--- src/rtl/phy_pkg.sv ---
// Definitions shared by the 802.11a baseband stages: modulation encodings, per-mode
// bit counts and K_MOD normalisation constants in Q2.14.
package phy_pkg;

    typedef enum logic [1:0] {
        ModBpsk  = 2'b00,
        ModQpsk  = 2'b01,
        Mod16Qam = 2'b10,
        Mod64Qam = 2'b11
    } mod_e;

    localparam int unsigned NSd = 48;

    localparam logic signed [15:0] KModBpsk  = 16'sd16384;
    localparam logic signed [15:0] KModQpsk  = 16'sd11585;
    localparam logic signed [15:0] KMod16Qam = 16'sd5181;
    localparam logic signed [15:0] KMod64Qam = 16'sd2528;

    function automatic logic [2:0] n_bpsc(input mod_e m);
        logic [2:0] n;
        case (m)
            ModBpsk:  n = 3'd1;
            ModQpsk:  n = 3'd2;
            Mod16Qam: n = 3'd4;
            default:  n = 3'd6;
        endcase
        return n;
    endfunction

    function automatic logic [8:0] n_cbps(input mod_e m);
        logic [8:0] n;
        case (m)
            ModBpsk:  n = 9'd48;
            ModQpsk:  n = 9'd96;
            Mod16Qam: n = 9'd192;
            default:  n = 9'd288;
        endcase
        return n;
    endfunction

endpackage

--- src/rtl/qam_level_lut.sv ---
// Combinational Gray-coded constellation lookup returning level x K_MOD for I and Q.
// Group bits arrive MSB-first: bits_i[N_BPSC-1] is b0, bits_i[0] is the last bit.
module qam_level_lut
    import phy_pkg::*;
(
    input  mod_e               mode_i,
    input  logic [5:0]         bits_i,
    output logic signed [15:0] i_o,
    output logic signed [15:0] q_o
);

    function automatic logic signed [15:0] lvl16(input logic [1:0] g);
        logic signed [15:0] v;
        case (g)
            2'b00:   v = -(KMod16Qam * 16'sd3);
            2'b01:   v = -KMod16Qam;
            2'b11:   v = KMod16Qam;
            default: v = KMod16Qam * 16'sd3;
        endcase
        return v;
    endfunction

    function automatic logic signed [15:0] lvl64(input logic [2:0] g);
        logic signed [15:0] v;
        case (g)
            3'b000:  v = -(KMod64Qam * 16'sd7);
            3'b001:  v = -(KMod64Qam * 16'sd5);
            3'b011:  v = -(KMod64Qam * 16'sd3);
            3'b010:  v = -KMod64Qam;
            3'b110:  v = KMod64Qam;
            3'b111:  v = KMod64Qam * 16'sd3;
            3'b101:  v = KMod64Qam * 16'sd5;
            default: v = KMod64Qam * 16'sd7;
        endcase
        return v;
    endfunction

    always_comb begin
        i_o = '0;
        q_o = '0;
        unique case (mode_i)
            ModBpsk: begin
                i_o = bits_i[0] ? KModBpsk : -KModBpsk;
            end
            ModQpsk: begin
                i_o = bits_i[1] ? KModQpsk : -KModQpsk;
                q_o = bits_i[0] ? KModQpsk : -KModQpsk;
            end
            Mod16Qam: begin
                i_o = lvl16(bits_i[3:2]);
                q_o = lvl16(bits_i[1:0]);
            end
            Mod64Qam: begin
                i_o = lvl64(bits_i[5:3]);
                q_o = lvl64(bits_i[2:0]);
            end
        endcase
    end

endmodule

--- src/rtl/qam_mapper.sv ---
// Groups the serial interleaved bit stream into N_BPSC-bit words and emits one
// normalised I/Q point per word, tagged with its data-subcarrier index.
module qam_mapper
    import phy_pkg::*;
#(
    parameter int unsigned OUT_W = 16,
    parameter int unsigned N_SD  = NSd
) (
    input  logic                    clock,
    input  logic                    reset,
    input  logic                    inputData,
    input  logic                    inputValid,
    input  logic [1:0]              mode,
    input  logic                    clear,
    output logic signed [OUT_W-1:0] outI,
    output logic signed [OUT_W-1:0] outQ,
    output logic                    outValid,
    output logic [5:0]              scIndex,
    output logic                    symEnd
);

    logic [2:0]              cnt_q, cnt_d;
    logic [4:0]              shreg_q, shreg_d;
    mod_e                    mode_q, mode_d;
    logic [5:0]              idx_q, idx_d;
    logic signed [OUT_W-1:0] i_q, i_d, q_q, q_d;
    logic                    valid_q, valid_d;
    logic [5:0]              sc_q, sc_d;
    logic                    sym_q, sym_d;

    logic                    accept;
    logic                    done;
    mod_e                    eff_mode;
    logic [5:0]              group;
    logic signed [15:0]      lut_i, lut_q;

    // Mode is only sampled by the bit that opens a group.
    assign eff_mode = (cnt_q == 3'd0) ? mod_e'(mode) : mode_q;
    assign accept   = inputValid & ~clear;
    assign done     = accept && ((cnt_q + 3'd1) == n_bpsc(eff_mode));
    assign group    = {shreg_q, inputData};

    qam_level_lut u_lut (
        .mode_i (eff_mode),
        .bits_i (group),
        .i_o    (lut_i),
        .q_o    (lut_q)
    );

    always_comb begin
        cnt_d   = cnt_q;
        shreg_d = shreg_q;
        mode_d  = mode_q;
        idx_d   = idx_q;
        i_d     = i_q;
        q_d     = q_q;
        valid_d = 1'b0;
        sc_d    = sc_q;
        sym_d   = 1'b0;
        if (clear) begin
            cnt_d   = '0;
            shreg_d = '0;
            idx_d   = '0;
        end else if (accept) begin
            mode_d  = eff_mode;
            shreg_d = {shreg_q[3:0], inputData};
            if (done) begin
                cnt_d   = '0;
                i_d     = lut_i;
                q_d     = lut_q;
                valid_d = 1'b1;
                sc_d    = idx_q;
                sym_d   = (idx_q == 6'(N_SD - 1));
                idx_d   = (idx_q == 6'(N_SD - 1)) ? 6'd0 : idx_q + 6'd1;
            end else begin
                cnt_d = cnt_q + 3'd1;
            end
        end
    end

    always_ff @(posedge clock or negedge reset) begin
        if (!reset) begin
            cnt_q   <= '0;
            shreg_q <= '0;
            mode_q  <= ModBpsk;
            idx_q   <= '0;
            i_q     <= '0;
            q_q     <= '0;
            valid_q <= 1'b0;
            sc_q    <= '0;
            sym_q   <= 1'b0;
        end else begin
            cnt_q   <= cnt_d;
            shreg_q <= shreg_d;
            mode_q  <= mode_d;
            idx_q   <= idx_d;
            i_q     <= i_d;
            q_q     <= q_d;
            valid_q <= valid_d;
            sc_q    <= sc_d;
            sym_q   <= sym_d;
        end
    end

    assign outI     = i_q;
    assign outQ     = q_q;
    assign outValid = valid_q;
    assign scIndex  = sc_q;
    assign symEnd   = sym_q;

endmodule

--- config.mk ---
export PLATFORM = sky130hd
export DESIGN_NAME = qam_mapper
export DESIGN_NICKNAME = d
export VERILOG_FILES = /design/src/rtl/phy_pkg.sv /design/src/rtl/qam_level_lut.sv /design/src/rtl/qam_mapper.sv
export SDC_FILE = /design/constraint.sdc
export NUM_CORES = 1
export LEC_CHECK = 0
export CAP_MARGIN = 40
export CORE_MARGIN = 4
export CORE_UTILIZATION = 30
export DETAILED_ROUTE_END_ITERATION = 6
export SYNTH_ARGS = -nofsm -noshare
export SYNTH_HDL_FRONTEND = slang
export SYNTH_SLANG_ARGS = --single-unit
--- constraint.sdc ---
create_clock -name clock -period 2.9 [get_ports clock]
set_input_delay 0.29 -clock clock [delete_from_list [all_inputs] [get_ports clock]]
set_output_delay 0.29 -clock clock [all_outputs]
set_load 0.02 [all_outputs]
== Word-level counts from Yosys, hierarchy flattened ==
Index checks and enable logic that the tools add are counted.

* Register bits: 56
* Bits of input ports: 7
* Output and inout port bits: 40
* Logic and storage cells: 72

* Add/sub/neg operators: 2
* Equal/unequal tests: 21
* Mux-type cells: 26
* Bitwise logic cells: 2
* Reduce and logical (&&, ||, !) cells: 12

{| class="wikitable"
|+ Operator list
! operator !! count
|-
| 16-bit case mux with 7 select lines || 2
|-
| 16-bit case mux with 3 select lines || 3
|-
| 16-bit case mux with 4 select lines || 1
|-
| 16-bit 2-to-1 mux || 3
|-
| 6-bit 2-to-1 mux || 4
|-
| 3-bit == test (second input constant) || 6
|-
| 3-bit by 2-bit == test with 1-bit output (second input constant) || 4
|-
| 5-bit 2-to-1 mux || 2
|-
| 3-bit logical NOT || 3
|-
| 3-bit 2-to-1 mux || 3
|-
| 3-bit case mux with 3 select lines || 1
|-
| 2-bit == test (second input constant) || 4
|-
| 6-bit by 1-bit adder with 6-bit output (second input constant) || 1
|-
| 2-bit by 1-bit == test with 1-bit output (second input constant) || 3
|-
| 3-bit by 1-bit == test with 1-bit output (second input constant) || 2
|-
| 6-bit == test (second input constant) || 1
|-
| 2-bit logical NOT || 3
|-
| 1-bit 2-to-1 mux || 6
|-
| 2-bit AND reduction || 2
|-
| 2-bit nonzero test || 2
|-
| 3-bit by 1-bit adder with 3-bit output (second input constant) || 1
|-
| 3-bit == test || 1
|-
| 3-bit AND reduction || 1
|-
| 2-bit 2-to-1 mux || 1
|-
| 3 further kinds || 3
|}

== Depth between registers and ports, before layout ==
Gate-level depths: netlist of the first run.

* Depth after elaboration: 9
* Depth in mapped cells: 13
* Mapped depth without buffers: 11

== By module ==
A second synthesis of the first run with hierarchy kept.

* Cell total of the unflattened synthesis: 321
* Area, all modules: 3623.5 um^2

{| class="wikitable"
|+ Modules (own cells, without submodules)
! module !! times used !! cells each !! area each (um^2) !! seq. area each (um^2)
|-
| qam_mapper || 1 || 189 || 2686.3 || 1401.3
|-
| qam_level_lut || 1 || 132 || 937.1 || 0.0
|}

== Least setup slack after synthesis of the first run ==
OpenSTA, ideal clock, no wires.

* Path kind: flip-flop to flip-flop
* Start point: register cnt_q[0]
* End point: register i_q[10], in the netlist outI[10]
* Setup time: 0.125 ns
* Data arrival time: 2.569 ns
* Data required time: 2.775 ns
* Slack: 0.206 ns
* Cell stages (with the launch flop): 14
* Path buffers: 2
* Period minus slack after synthesis: 2.694 ns
* Cells stage by stage: dfrtp_1 -> inv_1 -> ha_1 -> nand2b_4 -> mux2i_4 -> ha_1 -> buf_2 -> xnor2_1 -> nor3b_1 -> mux2_4 -> nand2_2 -> inv_2 -> buf_6 -> mux2_4

* Longest elaborated chain between the ends: 7
* Elaborated cells between the ends (all ways): 12
* Classes of those cells: add/sub: 1; eq/ne: 4; mux: 3; reduce/logical: 4

{| class="wikitable"
|+ Ends and longest elaborated chain
! item !! RTL line !! text
|-
| start, declared || qam_mapper.sv:22 || <nowiki>logic [2:0] cnt_q, cnt_d;</nowiki>
|-
| start signal, assigned || qam_mapper.sv:93 || <nowiki>cnt_q <= cnt_d;</nowiki>
|-
| 3-bit logical NOT || qam_mapper.sv:38 || <nowiki>assign eff_mode = (cnt_q == 3'd0) ? mod_e'(mode) : mode_q;</nowiki>
|-
| 2-bit 2-to-1 mux || qam_mapper.sv:38 ||
|-
| 2-bit == test, or another cell as far along || phy_pkg.sv:21, qam_level_lut.sv:41 ||
|-
| 3-bit case mux with 3 select lines || phy_pkg.sv:21 || <nowiki>case (m)</nowiki>
|-
| 3-bit == test || qam_mapper.sv:40 || <nowiki>assign done = accept && ((cnt_q + 3'd1) == n_bpsc(eff_mode));</nowiki>
|-
| 1-bit logical AND || qam_mapper.sv:40 ||
|-
| 3-bit AND reduction (no source line) || -- ||
|-
| end signal, assigned || qam_mapper.sv:97 || <nowiki>i_q <= i_d;</nowiki>
|-
| end, declared || qam_mapper.sv:26 || <nowiki>logic signed [OUT_W-1:0] i_q, i_d, q_q, q_d;</nowiki>
|}

Parallel ways exist; a longest one is shown, timed or not.
A chain may end at the register's enable or synchronous reset.

== Worst setup path in the final report of the first run ==
* Start point: register cnt_q[0]
* End point: register q_q[1], in the netlist outQ[1]

* Longest elaborated chain between the ends: 7
* Elaborated cells between the ends (all ways): 12
* Classes of those cells: add/sub: 1; eq/ne: 4; mux: 3; reduce/logical: 4

{| class="wikitable"
|+ Ends and longest elaborated chain
! item !! RTL line !! text
|-
| 3-bit logical NOT || qam_mapper.sv:38 ||
|-
| 2-bit 2-to-1 mux || qam_mapper.sv:38 ||
|-
| 2-bit == test, or another cell as far along || phy_pkg.sv:21, qam_level_lut.sv:41 ||
|-
| 3-bit case mux with 3 select lines || phy_pkg.sv:21 ||
|-
| 3-bit == test || qam_mapper.sv:40 ||
|-
| 1-bit logical AND || qam_mapper.sv:40 ||
|-
| 3-bit AND reduction (no source line) || -- ||
|-
| end signal, assigned || qam_mapper.sv:98 || <nowiki>q_q <= q_d;</nowiki>
|-
| end, declared || qam_mapper.sv:26 ||
|}

Parallel ways exist; a longest one is shown, timed or not.

==> flow_summary.ini, run 1 <==
[synth]
syn_area_um2 = 3010
synth_nets = 310
avgSynthCellArea_um2 = 10.5
yosysSeqAreaShare_pct = 43.2
yosys_warnings = 0
ys.flop_type = dfrtp_1
syn_inst = 287
post-synth-top-area-fraction_pct = 43.2
post_synth_num_cell_types = 52
synth_top_cell_by_area = dfrtp_1
synth-edff-count = 0
synthArstFlopShare_pct = 100
ys_ff_latch = 52
synthTopCellsByArea = dfrtp_1 43%, mux2_4 7.5%, ha_1 6.6%

[placement]
gp_congestion = 0.847
pre_cts_slack_ns = 0.108
hpwl_mm = 4.96
portBuffers = 46

[floorplanning]
die_x_um = 108
coreArea_um2 = 9770
rows = 36
ioPinCount = 47
dieHeight_um = 108
initial_core_util_pct = 30.8
die_area_um2 = 11700

[worst_setup_path]
slowest_stage = dfrtp_2
reg2reg_depth = 12
crit_arrival_ns = 2.92
crit_family = multiplexers
cp-startpoint = cnt_q[0]
rr_startpoint = cnt_q[0]
crit_type = flop to flop
max_stage_delay_ns = 0.45
worstPathCellList = inv_1, ha_1, nand2b_4, mux2i_4, ha_1, xnor2_2, nor3b_2, mux2_4, nand2_2, inv_4, buf_12, mux2_4
cp-end-kind = flop
startpoint_type = flop
critPathBufInv = 3
path_max_fanout = 14
path_depth = 12
worstPathRequired_ns = 3.09

[clock_network]
htreeDepth = 2
clk_pin_slew_worst_paths_ns = 0.09
clock_sinks = 52
clk_latency_ns = 0.30
cts_tree = done
cts_buffer_depth = 2
post_cts_buffers = 0
cts-root-buf = clkbuf_8
numCtsBuffers = 5

[drt]
drtPass1Iterations = 4
vias = 2225
ant_nets = 0
postRouteWirelength_mm = 6.67
viasPerCell = 4.80
drc = 0
drtIter0Drc = 101
wire_per_inst_um = 14.4

[run]
drv_cap = 0

[cells_and_area]
final_common_cell = dfrtp_1
final_cell_mix = 51 x dfrtp_1, 45 x clkdlybuf4s50_1, 19 x nor2_1
syn_to_final_growth_pct = 24.0
drive_above_1_share_pct = 14.5
fillers = 983
final_nets = 354
diodes = 0

[power_and_ir_drop]
ir_worst_vdd_uv = 274
leakage_nw = 1.68
p_per_area_nw_per_um2 = 680

[run_status]
status = completed

[grt]
grt_max_degree = 32
grt_antenna_before_repair = 0
track_usage_pct = 11.7
grt_pass1_wl_mm = 11.0
grt.overflow.total = 0
grt_pass1_vias = 2230

[timing]
hold_viol_final = 0
clock_skew_ns = 0.00629
tightestPinTransition_ns = 0.573
post-route-period-util_pct = 94.0
fmax_mhz = 367
setup_ws_ns = 0.174
grt_setup_unrepaired = false
slew_violations = 0
fin_crit_ns = 2.73
slew_headroom_pct = 60.7
setup_violations = 0
fin_tns_setup_ns = 0

[worst_hold_path]
min_delay_path_depth = 1
hold_class = flop to flop
worstHoldStart = outI[9]
[worst register-to-register path, cell delays in order, from the launching register on]
cell and delay (ns):
dfrtp_2 0.45, inv_1 0.09, ha_1 0.23, nand2b_4 0.09, mux2i_4 0.19, ha_1 0.25
xnor2_2 0.16, nor3b_2 0.22, mux2_4 0.25, nand2_2 0.09, inv_4 0.12, buf_12 0.17
mux2_4 0.31
[flip-flops by register name (all words and copies together) (netlist names)]
signal / count
outI: 15
scIndex: 6
idx_q: 6
outValid: 1
shreg_q: 5
cnt_q: 3
mode_q: 2
outQ: 13
symEnd: 1
[power by group]
group / total (mW) / switching, mW / internal [mW]
sequential: 1.01 / 0.117 / 0.896
clock: 0.394 / 0.231 / 0.164
combinational: 1.13 / 0.551 / 0.583
total: 2.54 / 0.898 / 1.64
[timing repair]
item / in CTS / in global routing
endpoints found under the hold margin: 21 / 0
endpoints found under the setup margin: 0 / 27
hold buffers: 1 / 0
resized for setup: 0 / 8
[final timing paths]
check / to / slack [ns]
setup / recovery: outQ[1] / 0.17
hold reg to reg: outI[9] / 0.48
min in group asynchronous: mode_q[1] / 0.50
setup reg to reg: outQ[1] / 0.17
hold / removal: outI[9] / 0.48
max in group asynchronous: outI[10] / 1.62
[cell type report]
| cell class | instances | area, um^2 | share of cell area, % |
|---|---|---|---|
| Clock buffer | 5 | 68.8 | 1.84 |
| Clock inverter | 2 | 12.5 | 0.335 |
| Inverter | 17 | 66.3 | 1.78 |
| Multi-Input combinational cell | 198 | 1560 | 41.8 |
| Sequential cell | 52 | 1300 | 34.9 |
| Tap cell | 133 | 166 | 4.46 |
| Timing Repair Buffer | 57 | 557 | 14.9 |
[logic make-up (layout without fill, tap and decap cells)]
logic type | after synthesis | count (layout) | synth area share, %
compound gates | 62 | 62 | 13.7
fa+ha+maj | 16 | 16 | 6.64
xor+xnor | 8 | 8 | 2.57
simple gates | 77 | 77 | 13.1
buf+inv | 37 | 81 | 5.86
mux | 35 | 35 | 14.9
flops | 52 | 52 | 43.2
[routing by layer]
metal | part of all wire (%) | vias up | wire length [um] | GRT usage [%]
li1 | - | 1097 | - | -
met1 | 46 | 1072 | 3080 | 15.9
met2 | 48 | 46 | 3220 | 19.0
met3 | 3.9 | 10 | 257 | 1.97
met4 | 1.8 | 0 | 119 | 4.06
met5 | 0 | - | 0 | 0
[metrics by stage]
stage          util [%]  power (mW)  instances  instance area, um^2  hold slack (ns)
2_1_floorplan         -        1.67        287                 3010         -0.00559
3_3_place_gp       36.9        2.15        456                 3610            0.298
3_5_place_dp       36.9        2.16        456                 3610            0.296
4_1_cts            37.9        2.57        464                 3700            0.492
5_1_grt            38.2        2.69        464                 3730            0.510
6_report           38.2        2.54        464                 3730            0.484
[synth_stat cells, types with 6 or more instances]
cell and count:
a21oi_1 17, o21ai_0 16, mux2i_1 12, nor2_1 19, clkbuf_1 10, ha_1 16
a22o_1 6, nor3_1 8, nand2_1 15, nor2b_1 6, nand3_1 8, mux2_4 15
dfrtp_1 52, mux2_1 6, inv_1 16
No activity file was read; power rests on OpenSTA's default activity.
==> run 2: changes to the inputs <==
--- a/config.mk
+++ b/config.mk
@@ -7,7 +7,7 @@
 export LEC_CHECK = 0
 export CAP_MARGIN = 40
 export CORE_MARGIN = 4
-export CORE_UTILIZATION = 30
+export CORE_UTILIZATION = 35
 export DETAILED_ROUTE_END_ITERATION = 6
 export SYNTH_ARGS = -nofsm -noshare
 export SYNTH_HDL_FRONTEND = slang
==> flow_summary.ini, run 2 (same netlist as run 1, synthesis figures left out) <==
[worst_setup_path]
worstPathRequired_ns = 3.08
path_max_fanout = 17
crit_family = multiplexers
slowest_stage = dfrtp_1
startpoint_type = flop
crit_arrival_ns = 2.92
crit_type = flop to flop
cp-end-kind = flop
worstPathCellList = inv_1, ha_1, nand2b_4, mux2i_4, ha_1, xnor2_1, nor3b_1, mux2_4, nand2_2, inv_2, buf_12, mux2_4
max_stage_delay_ns = 0.43
critPathBufInv = 3

[floorplanning]
dieHeight_um = 101
die_x_um = 101
die_area_um2 = 10200
initial_core_util_pct = 36.3
rows = 33
coreArea_um2 = 8300
ioPinCount = 47

[power_and_ir_drop]
leakage_nw = 1.71
finalPower_mw = 2.57
ir_worst_vdd_uv = 291
p_per_area_nw_per_um2 = 689

[timing]
hold_viol_final = 0
setup_violations = 0
fmax_mhz = 364
fin_tns_setup_ns = 0
grt_setup_unrepaired = false
tightestPinTransition_ns = 0.576
fin_crit_ns = 2.74
post-route-period-util_pct = 94.6
slew_headroom_pct = 60.5
setup_ws_ns = 0.156
slew_violations = 0
clock_skew_ns = 0.0136

[clock_network]
cts_buffer_depth = 2
clk_pin_slew_worst_paths_ns = 0.10
cts_tree = done
clock_sinks = 52
post_cts_buffers = 0
numCtsBuffers = 5
cts-resized-gates = 0
holdBufCountCts = 1
htreeDepth = 2
cts-root-buf = clkbuf_8
clk_latency_ns = 0.30

[grt]
grt_max_degree = 23
grt.overflow.total = 0
grt_pass1_wl_mm = 10.9
grt_antenna_before_repair = 0
grt_pass1_vias = 2175
track_usage_pct = 13.3

[drt]
drtIter0Drc = 106
vias = 2217
postRouteWirelength_mm = 6.46
wire_per_inst_um = 14.6
viasPerCell = 5.03
drc = 0
ant_nets = 0
drtPass1Iterations = 4

[cells_and_area]
final_nets = 358
final_cell_mix = 52 x dfrtp_1, 45 x clkdlybuf4s50_1, 19 x nor2_1
fin_area_um2 = 3730
syn_to_final_growth_pct = 23.7
final_common_cell = dfrtp_1
diodes = 0
drive_above_1_share_pct = 14.0
largest_reg_flops = 15

[placement]
gp_congestion = 0.825
portBuffers = 46
place_area_um2 = 3620
pre_cts_slack_ns = 0.185
hpwl_mm = 5.07

[run_status]
status = completed

[worst_hold_path]
hold_class = input port to asynchronous set/reset pin

[run]
drv_cap = 0
==> run 2: cell types whose count changed in the layout (fill, tap and decap cells not counted), sizes merged <==
cell      change
buf           +4
clkinv        +1
clkbuf        +1
clkinvlp      -1
==> run 2: power breakdown <==
group / total [mW] / switching, mW / internal [mW]
registers: 1.01 / 0.118 / 0.896
clock network: 0.424 / 0.233 / 0.191
logic: 1.13 / 0.544 / 0.586
==> run 2: layout make-up <==
type                       instances  area [um^2]
clock inverter                     2         10.0
timing repair buffer              61          603
tap                              105          131
clock buffer                       6         82.6
fill                             841         4570
inverter                          17         63.8
multi-input combinational        198         1540
sequential                        52         1300
==> run 2: metal layers <==
layer	wire, um	vias up	GRT usage [%]
met5	0	-	0
met4	75	0	3.83
met3	220	4	2.42
met2	2960	37	20.9
met1	3200	1067	18.8
li1	-	1109	-
==> run 2: through the flow <==
step / std cells / util [%] / hold slack [ns]
after floorplan: 287 / - / -0.00559
after global placement: 431 / 43.3 / 0.450
after detailed placement: 432 / 43.7 / 0.254
after CTS: 441 / 44.9 / 0.454
after global routing: 441 / 44.9 / 0.481
final: 441 / 44.9 / 0.446
==> run 2: worst paths after layout <==
kind / startpoint / to / slack (ns) / cells past startpoint
min: reset / mode_q[0] / 0.45 / 2
max in group asynchronous: reset / outI[11] / 1.80 / 4
max: cnt_q[0] / outQ[3] / 0.16 / 12
min in group clock: outI[8] / outI[8] / 0.49 / 1
min reg2reg: outI[8] / outI[8] / 0.49 / 1
max reg2reg: cnt_q[0] / outQ[3] / 0.16 / 12
==> run 2: worst reg2reg max path, delay by kind of cell (launching register included) <==
family | cells | cell delay (ns)
xor gates and xnor gates | 1 | 0.14
adders and majority gates | 2 | 0.46
buffers and inverters | 3 | 0.38
DFF | 1 | 0.43
muxes | 3 | 0.78
and+or+nand+nor | 3 | 0.43
